`src/rtl/kalman_pkg.sv`:
```
// Shared constants, FSM state type and saturation limits for the Kalman matrix stages.
package kalman_pkg;

    localparam int DEF_WIDTH = 16;
    localparam int DEF_NOS   = 4;

    typedef enum logic [1:0] {
        IDLE = 2'd0,
        RUN  = 2'd1,
        DONE = 2'd2
    } add_state_t;

    // Limits are returned wide; callers truncate to their element width.
    function automatic logic [63:0] sat_max(input int width);
        sat_max = (64'd1 << (width - 1)) - 64'd1;
    endfunction

    function automatic logic [63:0] sat_min(input int width);
        sat_min = 64'd1 << (width - 1);
    endfunction

endpackage

```
`src/rtl/elem_addsub.sv`:
```
// Single-element signed add/subtract with overflow flag.
// MAT_ADD_SAT_EN defined: overflowing results clamp; otherwise they wrap.
module elem_addsub
    import kalman_pkg::*;
#(
    parameter int WIDTH = DEF_WIDTH
) (
    input  logic [WIDTH-1:0] a,
    input  logic [WIDTH-1:0] b,
    input  logic             sub,
    output logic [WIDTH-1:0] y,
    output logic             ovf
);

`ifdef MAT_ADD_SAT_EN
    localparam logic [WIDTH-1:0] MAX_V = WIDTH'(sat_max(WIDTH));
    localparam logic [WIDTH-1:0] MIN_V = WIDTH'(sat_min(WIDTH));
`endif

    logic [WIDTH:0] w_a_ext;
    logic [WIDTH:0] w_b_ext;
    logic [WIDTH:0] w_sum;

    // One guard bit is enough to hold the exact sum or difference.
    always_comb begin
        w_a_ext = {a[WIDTH-1], a};
        w_b_ext = {b[WIDTH-1], b};
        if (sub) begin
            w_sum = w_a_ext - w_b_ext;
        end else begin
            w_sum = w_a_ext + w_b_ext;
        end
        ovf = w_sum[WIDTH] ^ w_sum[WIDTH-1];
`ifdef MAT_ADD_SAT_EN
        if (ovf) begin
            y = w_sum[WIDTH] ? MIN_V : MAX_V;
        end else begin
            y = w_sum[WIDTH-1:0];
        end
`else
        y = w_sum[WIDTH-1:0];
`endif
    end

endmodule

```
`src/rtl/matrix_add_stage.sv`:
```
// Element-serial nos x nos matrix add/subtract stage with start/end handshake.
// Overflow handling is selected by MAT_ADD_SAT_EN inside elem_addsub.
module matrix_add_stage
    import kalman_pkg::*;
#(
    parameter int WIDTH = DEF_WIDTH,
    parameter int nos   = DEF_NOS
) (
    input  logic                                 clk,
    input  logic                                 rst,
    input  logic                                 startAdd,
    input  logic                                 subtract,
    input  logic [nos-1:0][nos-1:0][WIDTH-1:0]   A,
    input  logic [nos-1:0][nos-1:0][WIDTH-1:0]   B,
    output logic [nos-1:0][nos-1:0][WIDTH-1:0]   Res,
    output logic                                 endAdd,
    output logic                                 ovf
);

    localparam int NN   = nos * nos;
    localparam int IDXW = (NN > 1) ? $clog2(NN) : 1;
    localparam logic [IDXW-1:0] LAST_IDX = IDXW'(NN - 1);

    add_state_t                   r_state;
    add_state_t                   w_next_state;
    logic                         r_start_q;
    logic [IDXW-1:0]              r_idx;
    // Flat row-major views: element idx = r*nos + c matches the packed port layout.
    logic [NN-1:0][WIDTH-1:0]     r_a_snap;
    logic [NN-1:0][WIDTH-1:0]     r_b_snap;
    logic                         r_sub_snap;
    logic [NN-1:0][WIDTH-1:0]     r_res;
    logic                         r_end_add;
    logic                         r_ovf;

    logic                         w_launch;
    logic                         w_write;
    logic                         w_last;
    logic [WIDTH-1:0]             w_elem_y;
    logic                         w_elem_ovf;

    elem_addsub #(.WIDTH(WIDTH)) u_elem (
        .a   (r_a_snap[r_idx]),
        .b   (r_b_snap[r_idx]),
        .sub (r_sub_snap),
        .y   (w_elem_y),
        .ovf (w_elem_ovf)
    );

    // State register and start-edge history.
    always_ff @(posedge clk) begin
        if (rst) begin
            r_state   <= IDLE;
            r_start_q <= 1'b0;
        end else begin
            r_state   <= w_next_state;
            r_start_q <= startAdd;
        end
    end

    // Next-state logic.
    always_comb begin
        w_next_state = r_state;
        case (r_state)
            IDLE: begin
                if (w_launch) w_next_state = RUN;
                else          w_next_state = IDLE;
            end
            RUN: begin
                if (w_last) w_next_state = DONE;
                else        w_next_state = RUN;
            end
            DONE: begin
                if (w_launch) w_next_state = RUN;
                else          w_next_state = DONE;
            end
            default: w_next_state = IDLE;
        endcase
    end

    // Control decode; start edges during RUN are deliberately dropped.
    always_comb begin
        w_launch = 1'b0;
        w_write  = 1'b0;
        w_last   = 1'b0;
        case (r_state)
            IDLE, DONE: w_launch = startAdd & ~r_start_q;
            RUN: begin
                w_write = 1'b1;
                w_last  = (r_idx == LAST_IDX);
            end
            default: w_launch = 1'b0;
        endcase
    end

    // Operand snapshot, element index and result register file.
    always_ff @(posedge clk) begin
        if (rst) begin
            r_idx      <= '0;
            r_a_snap   <= '0;
            r_b_snap   <= '0;
            r_sub_snap <= 1'b0;
            r_res      <= '0;
            r_end_add  <= 1'b0;
            r_ovf      <= 1'b0;
        end else if (w_launch) begin
            r_idx      <= '0;
            r_a_snap   <= A;
            r_b_snap   <= B;
            r_sub_snap <= subtract;
            r_end_add  <= 1'b0;
            r_ovf      <= 1'b0;
        end else if (w_write) begin
            r_res[r_idx] <= w_elem_y;
            r_ovf        <= r_ovf | w_elem_ovf;
            if (w_last) begin
                r_end_add <= 1'b1;
            end else begin
                r_idx <= r_idx + IDXW'(1);
            end
        end
    end

    assign Res    = r_res;
    assign endAdd = r_end_add;
    assign ovf    = r_ovf;

endmodule

```
`config.mk`:
```
export PLATFORM = sky130hd
export DESIGN_NAME = matrix_add_stage
export DESIGN_NICKNAME = d
export VERILOG_FILES = /design/src/rtl/kalman_pkg.sv /design/src/rtl/elem_addsub.sv /design/src/rtl/matrix_add_stage.sv
export SDC_FILE = /design/constraint.sdc
export NUM_CORES = 2
export LEC_CHECK = 0
export ABC_CLOCK_PERIOD_IN_PS = 16129
export CAP_MARGIN = 20
export CORE_ASPECT_RATIO = 1.5
export CORE_MARGIN = 10
export CORE_UTILIZATION = 30
export CTS_CLUSTER_DIAMETER = 100
export DETAILED_ROUTE_END_ITERATION = 16
export GPL_ROUTABILITY_DRIVEN = 0
export PLACE_DENSITY_LB_ADDON = 0.2
export SETUP_SLACK_MARGIN = 0.15
export SYNTH_ARGS = -nofsm -noshare
export SYNTH_HDL_FRONTEND = slang
export SYNTH_SLANG_ARGS = --single-unit
```
`constraint.sdc`:
```
create_clock -name clk -period 16.13 [get_ports clk]
set_input_delay 3.226 -clock clk [delete_from_list [all_inputs] [get_ports clk]]
set_output_delay 3.226 -clock clk [all_outputs]
set_load 0.05 [all_outputs]
```
# Word-level counts from Yosys, hierarchy flattened
# Cells that the tools add are included.
[totals] in_bits=516 regBits=778 word_cells=90 output_inout_bits=258
[op_classes] n_bitwise=6 n_mux=15 order_cmp=2 add_sub_neg=3 eq_ne=3 reduce_logical=7
[ops] op="256-bit bitwise mux" n=1
[ops] op="16-bit binary-select mux with 4-bit select" n=2
[ops] op="16-bit demux with 4-bit select" n=1
[ops] op="16-bit 2-to-1 mux" n=3
[ops] op="16-bit by 16-bit adder with 17-bit output" n=1
[ops] op="17-bit 2-to-1 mux" n=1
[ops] op="16-bit by 16-bit subtractor with 17-bit output" n=1
[ops] op="2-bit one-hot mux with 3 select lines" n=1
[ops] op="2-bit AND reduction" n=3
[ops] op="4-bit by 5-bit < comparator with 1-bit output, second input constant" n=1
[ops] op="4-bit by 1-bit adder with 4-bit output, second input constant" n=1
[ops] op="4-bit == test, second input constant" n=1
[ops] op="4-bit by 1-bit greater-or-equal comparator with 1-bit output, second input constant" n=1
[ops] op="1-bit 2-to-1 mux" n=4
[ops] op="2-bit 2-to-1 mux" n=2
[ops] op="2-bit OR reduction" n=2
[ops] op="1-bit inverter" n=3
[ops] op="2-bit by 1-bit == test with 1-bit output, second input constant" n=1
[ops] op="2-bit == test, second input constant" n=1
[ops] op="2-bit logical NOT" n=1
[ops] op="1-bit AND" n=1
[ops] op="1-bit logical AND" n=1
[ops] op="1-bit OR" n=1
[ops] op="1-bit XOR" n=1

# Logic depth before layout (Yosys ltp)
[logic_depth] word_depth=6 depth_mapped=24 ltp_nobuf=20

# Cells and area by module
# A second synthesis with hierarchy kept.
[hier_totals] hier_cells=3898 area_unflattened_um2=32373.5
[by_module_without_submodules] mod="matrix_add_stage" n_inst=1 area_per_inst_um2=31310.0 seq_area_each_um2=15574.9 cells_per_inst=3752
[by_module_without_submodules] mod="elem_addsub" n_inst=1 area_per_inst_um2=1063.5 seq_area_each_um2=0.0 cells_per_inst=146

# Worst setup path before layout
# Ideal clock, no wire load.
[synth_timing] path_kind="register to register" start="register r_idx[0]" end="register r_res, in the netlist Res[106]" path_buffers=6 synth_period_minus_slack_ps=5339 setup_time_ps=128 stages_incl_launch_ff=23 arrival_ps=5211 path_slack_ps=10791 t_required_ps=16002 cell_sequence="dfxtp_1 buf_6 buf_4 buf_4 buf_2 buf_1 mux4_2 mux4_2 inv_1 ha_1 inv_1 fa_1 a21o_1 a21o_1 a21oi_1 o21bai_1 a21o_1 a21oi_1 xor2_1 clkbuf_1 nor2_1 a21oi_1 nor2_1"
[synth_via] elab_chain_cells=5 elab_cells_between_ends=13 classes_between="add/sub: 2; order compare: 2; mux: 8; reduce/logical: 1"
[synth_lines] element="start, declared" line="matrix_add_stage.sv:27" source="logic [IDXW-1:0] r_idx;"
[synth_lines] element="start signal, assigned" line="matrix_add_stage.sv:119" source="r_idx <= r_idx + IDXW'(1);"
[synth_lines] element="16-bit binary-select mux with 4-bit select, or another cell as far along" line="matrix_add_stage.sv:43" source=".a (r_a_snap[r_idx]),"
[synth_lines] element="16-bit 2-to-1 mux (not written as such), or another cell as far along" line="matrix_add_stage.sv:43"
[synth_lines] element="16-bit by 16-bit adder with 17-bit output, or another cell as far along" line="elem_addsub.sv:31" source="w_sum = w_a_ext + w_b_ext;"
[synth_lines] element="17-bit 2-to-1 mux or 16-bit demux with 4-bit select (tied branches)" line="elem_addsub.sv:28, matrix_add_stage.sv:114"
[synth_lines] element="256-bit bitwise mux *" line="matrix_add_stage.sv:114" source="r_res[r_idx] <= w_elem_y;"
[synth_lines] element="end signal, assigned by index" line="matrix_add_stage.sv:114"
[synth_lines] element="end, declared" line="matrix_add_stage.sv:32" source="logic [NN-1:0][WIDTH-1:0] r_res;"
# Mark *: on every way between the ends. The rest lies on a longest branch, timed or not. The select of a mux whose other input is x is not followed.
# A chain may end at the register's enable or synchronous reset.

# Worst setup path after layout
[layout_timing] start="register r_idx[1]" end="register r_ovf, in the netlist ovf"
[layout_via] elab_chain_cells=6 elab_cells_between_ends=9 classes_between="add/sub: 2; mux: 5; bitwise: 2"
[layout_lines] element="16-bit binary-select mux with 4-bit select (on tied branches)" line="matrix_add_stage.sv:43, matrix_add_stage.sv:44"
[layout_lines] element="16-bit 2-to-1 mux (on tied branches)" line="matrix_add_stage.sv:43, matrix_add_stage.sv:44"
[layout_lines] element="16-bit by 16-bit adder with 17-bit output or 16-bit by 16-bit subtractor with 17-bit output (tied branches)" line="elem_addsub.sv:31, elem_addsub.sv:29"
[layout_lines] element="17-bit 2-to-1 mux *" line="elem_addsub.sv:28" source="if (sub) begin"
[layout_lines] element="1-bit XOR *" line="elem_addsub.sv:33" source="ovf = w_sum[WIDTH] ^ w_sum[WIDTH-1];"
[layout_lines] element="1-bit OR *" line="matrix_add_stage.sv:115" source="r_ovf <= r_ovf | w_elem_ovf;"
[layout_lines] element="end signal, assigned" line="matrix_add_stage.sv:115"
[layout_lines] element="end, declared" line="matrix_add_stage.sv:34" source="logic r_ovf;"
# Marked as above.

==> impl_metrics.toml <==
[run_status]
status = "complete, no violations"

[sta]
max_freq_mhz = 154.8
clock_skew_ns = 0.02108
slew_headroom_pct = 13.38
tightest_slew_ns = 1.299
timing.hold.ws_ns = 0.4511
drv_slew = 0
setup_viol = 0
final_hold_viol_count = 0
rsz0062_at_grt = "false"
post-route-period-util_pct = 40.04
min_period_ns = 6.458
setup_tns_ns = 0

[synth]
ys_types = 51
synth_edf_count = 0
synth_warnings = 0
synth-async-reset-ratio_pct = 0
ys_ff_latch = 778
yosys-top-cells-count = "1314 x nand2_1, 778 x dfxtp_1, 723 x a21oi_1, 274 x clkbuf_1, 209 x nor2_1"
synth_area_sq_mm = 0.03138
avgSynthCellArea_sq_um = 8.390
ys_seq_area_share_pct = 49.64
synth_top_area_share_pct = 49.64
synth_area_leaders = "dfxtp_1 50%, nand2_1 16%, a21oi_1 12%"
ys.flop_type = "dfxtp_1"
synth.most_common_cell = "nand2_1"
synth_top_area_cell = "dfxtp_1"
syn_inst = 3740
synth_nets = 4278

[die]
die_w_um = 284.1
die_area_sq_mm = 0.1182
coreArea_sq_mm = 0.1040
start_util_pct = 30.18
die_h_um = 416.1
ios = 774
rows = 145

[critical_path]
cp.buffers_inverters = 4
cp_top_family = "buffers and inverters"
cp_slowest_stage_delay_ns = 0.81
path_max_fanout = 53
worst_path_max_delay_cell = "dfxtp_4"
crit-reg2reg-launch = "r_idx[1]"
cp-start-kind = "flip-flop"
end_kind = "flip-flop"
path_cells = "buf_4 -> mux4_2 -> mux4_2 -> inv_1 -> ha_1 -> inv_1 -> nor2_1 -> nand2_1 -> o21ai_0 -> xor2_1 -> ha_1 -> o21ai_0 -> nor2b_1 -> nor3b_1 -> o21ai_0 -> nand3_1 -> nand3_1 -> o211ai_1 -> buf_4 -> xnor3_1 -> a21oi_1 -> nor2_1"
crit_top_cell = "o21ai_0"
cp.required_ns = 16.69
cp.arrival_ns = 7.01
path_class = "flip-flop to flip-flop"
path_depth = 22
reg2reg_depth = 22
cp-startpoint = "r_idx[1]"

[global_route]
grt_max_degree = 231
grt_pass1_vias = 27950
gr-usage-all-layers_pct = 21.47
overflow = 0
antenna_found_initial = 36
grt_pass1_wl_mm = 191.2

[route]
first_pass_iters = 5
dr_wl_met2_mm = 65.43
met1Wirelength_mm = 54.11
met3_length_mm = 9.052
drtIter0Drc = 2129
drc_errors = 0
routed_via_density = 4.871
top_layer = "met5"
wl_mm = 132.5
avgRoutedWirePerCell_um = 22.76
vias = 28360
ant_nets = 0

[min_path]
min_path_cells = 2
worstHoldPathType = "flip-flop to flip-flop"
min_from = "r_b_snap[59]"

[placement]
post-place-cells = 5659
dp_hpwl_mm = 96.17
portBuffers = 773

[cts]
numCtsBuffers = 84
clkTransAtPathRegs_ns = 0.06
tritoncts = "built"
clk_path_buf_depth = 3
htree_levels = 3
cts_hold_buf = 0
cts_sinks = 778
clk_latency_ns = 0.68
cts-resized-gates = 0
postCtsSetupBuffers = 0
root_buffer = "clkbuf_16"

[pwr]
powerDensity_mw_per_mm2 = 118.2
peakVddDrop_v = 0.00007467
leakagePower_nw = 15.22
p_total_w = 0.005134

[final_layout]
final_cells = 5823
syn_to_final_growth_pct = 38.42
fillCellCount = 10500
finalNetCount = 4887
utilization_pct = 41.78
drive_gt1_share_pct = 8.288

[job]
cap_violations = 0
cell families (layout without fill, tap and decap cells):
kind of cell             count (synthesis)  in the layout  synth area share [%]
adder cells (fa/ha/maj)                 22             22                0.9011
other                                    0             11                     0
multiplexers                           147            147                 10.53
buffers and inverters                  310            986                 3.852
AND/OR/NAND/NOR                       1609           1609                 19.93
AO/OA/AOI/OAI                          845            845                 14.30
XOR/XNOR                                29             29                0.8533
flip-flops                             778            778                 49.64
worst reg2reg max path: stages (launching register included):
cell,delay (ns)
dfxtp_4,0.81
buf_4,0.82
mux4_2,0.58
mux4_2,0.58
inv_1,0.09
ha_1,0.17
inv_1,0.06
nor2_1,0.20
nand2_1,0.07
o21ai_0,0.18
xor2_1,0.28
ha_1,0.29
o21ai_0,0.14
nor2b_1,0.17
nor3b_1,0.18
o21ai_0,0.15
nand3_1,0.12
nand3_1,0.20
o211ai_1,0.23
buf_4,0.31
xnor3_1,0.51
a21oi_1,0.16
nor2_1,0.05
final timing paths:
check | slack (ns) | to
max | 9.67 | ovf
min | 0.45 | r_b_snap[59]
max reg2reg | 9.67 | ovf
min reg2reg | 0.45 | r_b_snap[59]
registers in the layout (all words and copies together) (netlist names):
register,count
ovf,1
endAdd,1
r_state,2
r_a_snap,256
r_start_q,1
r_b_snap,256
Res,256
r_sub_snap,1
r_idx,4
through the flow:
step | cell area, sq um | worst slack, ns
floorplan | 31380 | 10.79
global placement | 40280 | 9.146
detailed placement | 40300 | 9.124
CTS | 43410 | 9.502
global route | 43430 | 9.182
finish | 43430 | 9.672
cell usage in the layout, fill, tap and decap left out, types with 21 or more instances in the layout:
cell             instances
nand3_1                 23
nor2_1                 206
clkdlybuf4s50_1        772
a211oi_1                48
a22oi_1                 26
mux4_2                 140
ha_1                    21
buf_4                   44
dfxtp_1                774
o21ai_0                 25
nand2_1               1314
clkbuf_16               84
a21oi_1                723
power breakdown:
part	switching, W	internal, W	total (W)
sequential	0.0000465	0.00201	0.00205
clock	0.000857	0.00132	0.00218
combinational	0.000565	0.000339	0.000904
total	0.00147	0.00367	0.00513
area by class of cell:
class | instances | area, sq um | share of cell area [%]
Timing Repair Buffer | 822 | 8164 | 18.80
Multi-Input combinational cell | 2652 | 14760 | 33.98
Tap cell | 1396 | 1747 | 4.021
Clock buffer | 111 | 2374 | 5.465
Clock inverter | 42 | 737.0 | 1.697
Antenna cell | 11 | 27.53 | 0.06337
Sequential cell | 778 | 15580 | 35.88
Inverter | 11 | 41.29 | 0.09506
metal layers:
| layer | vias to the layer above | track usage (%) |
|---|---|---|
| met2 | 898 | 37.11 |
| met5 | - | 0 |
| met3 | 175 | 5.684 |
| met4 | 40 | 7.511 |
| met1 | 13470 | 25.34 |
| li1 | 13780 | - |
(Power assumes the default switching activity.)
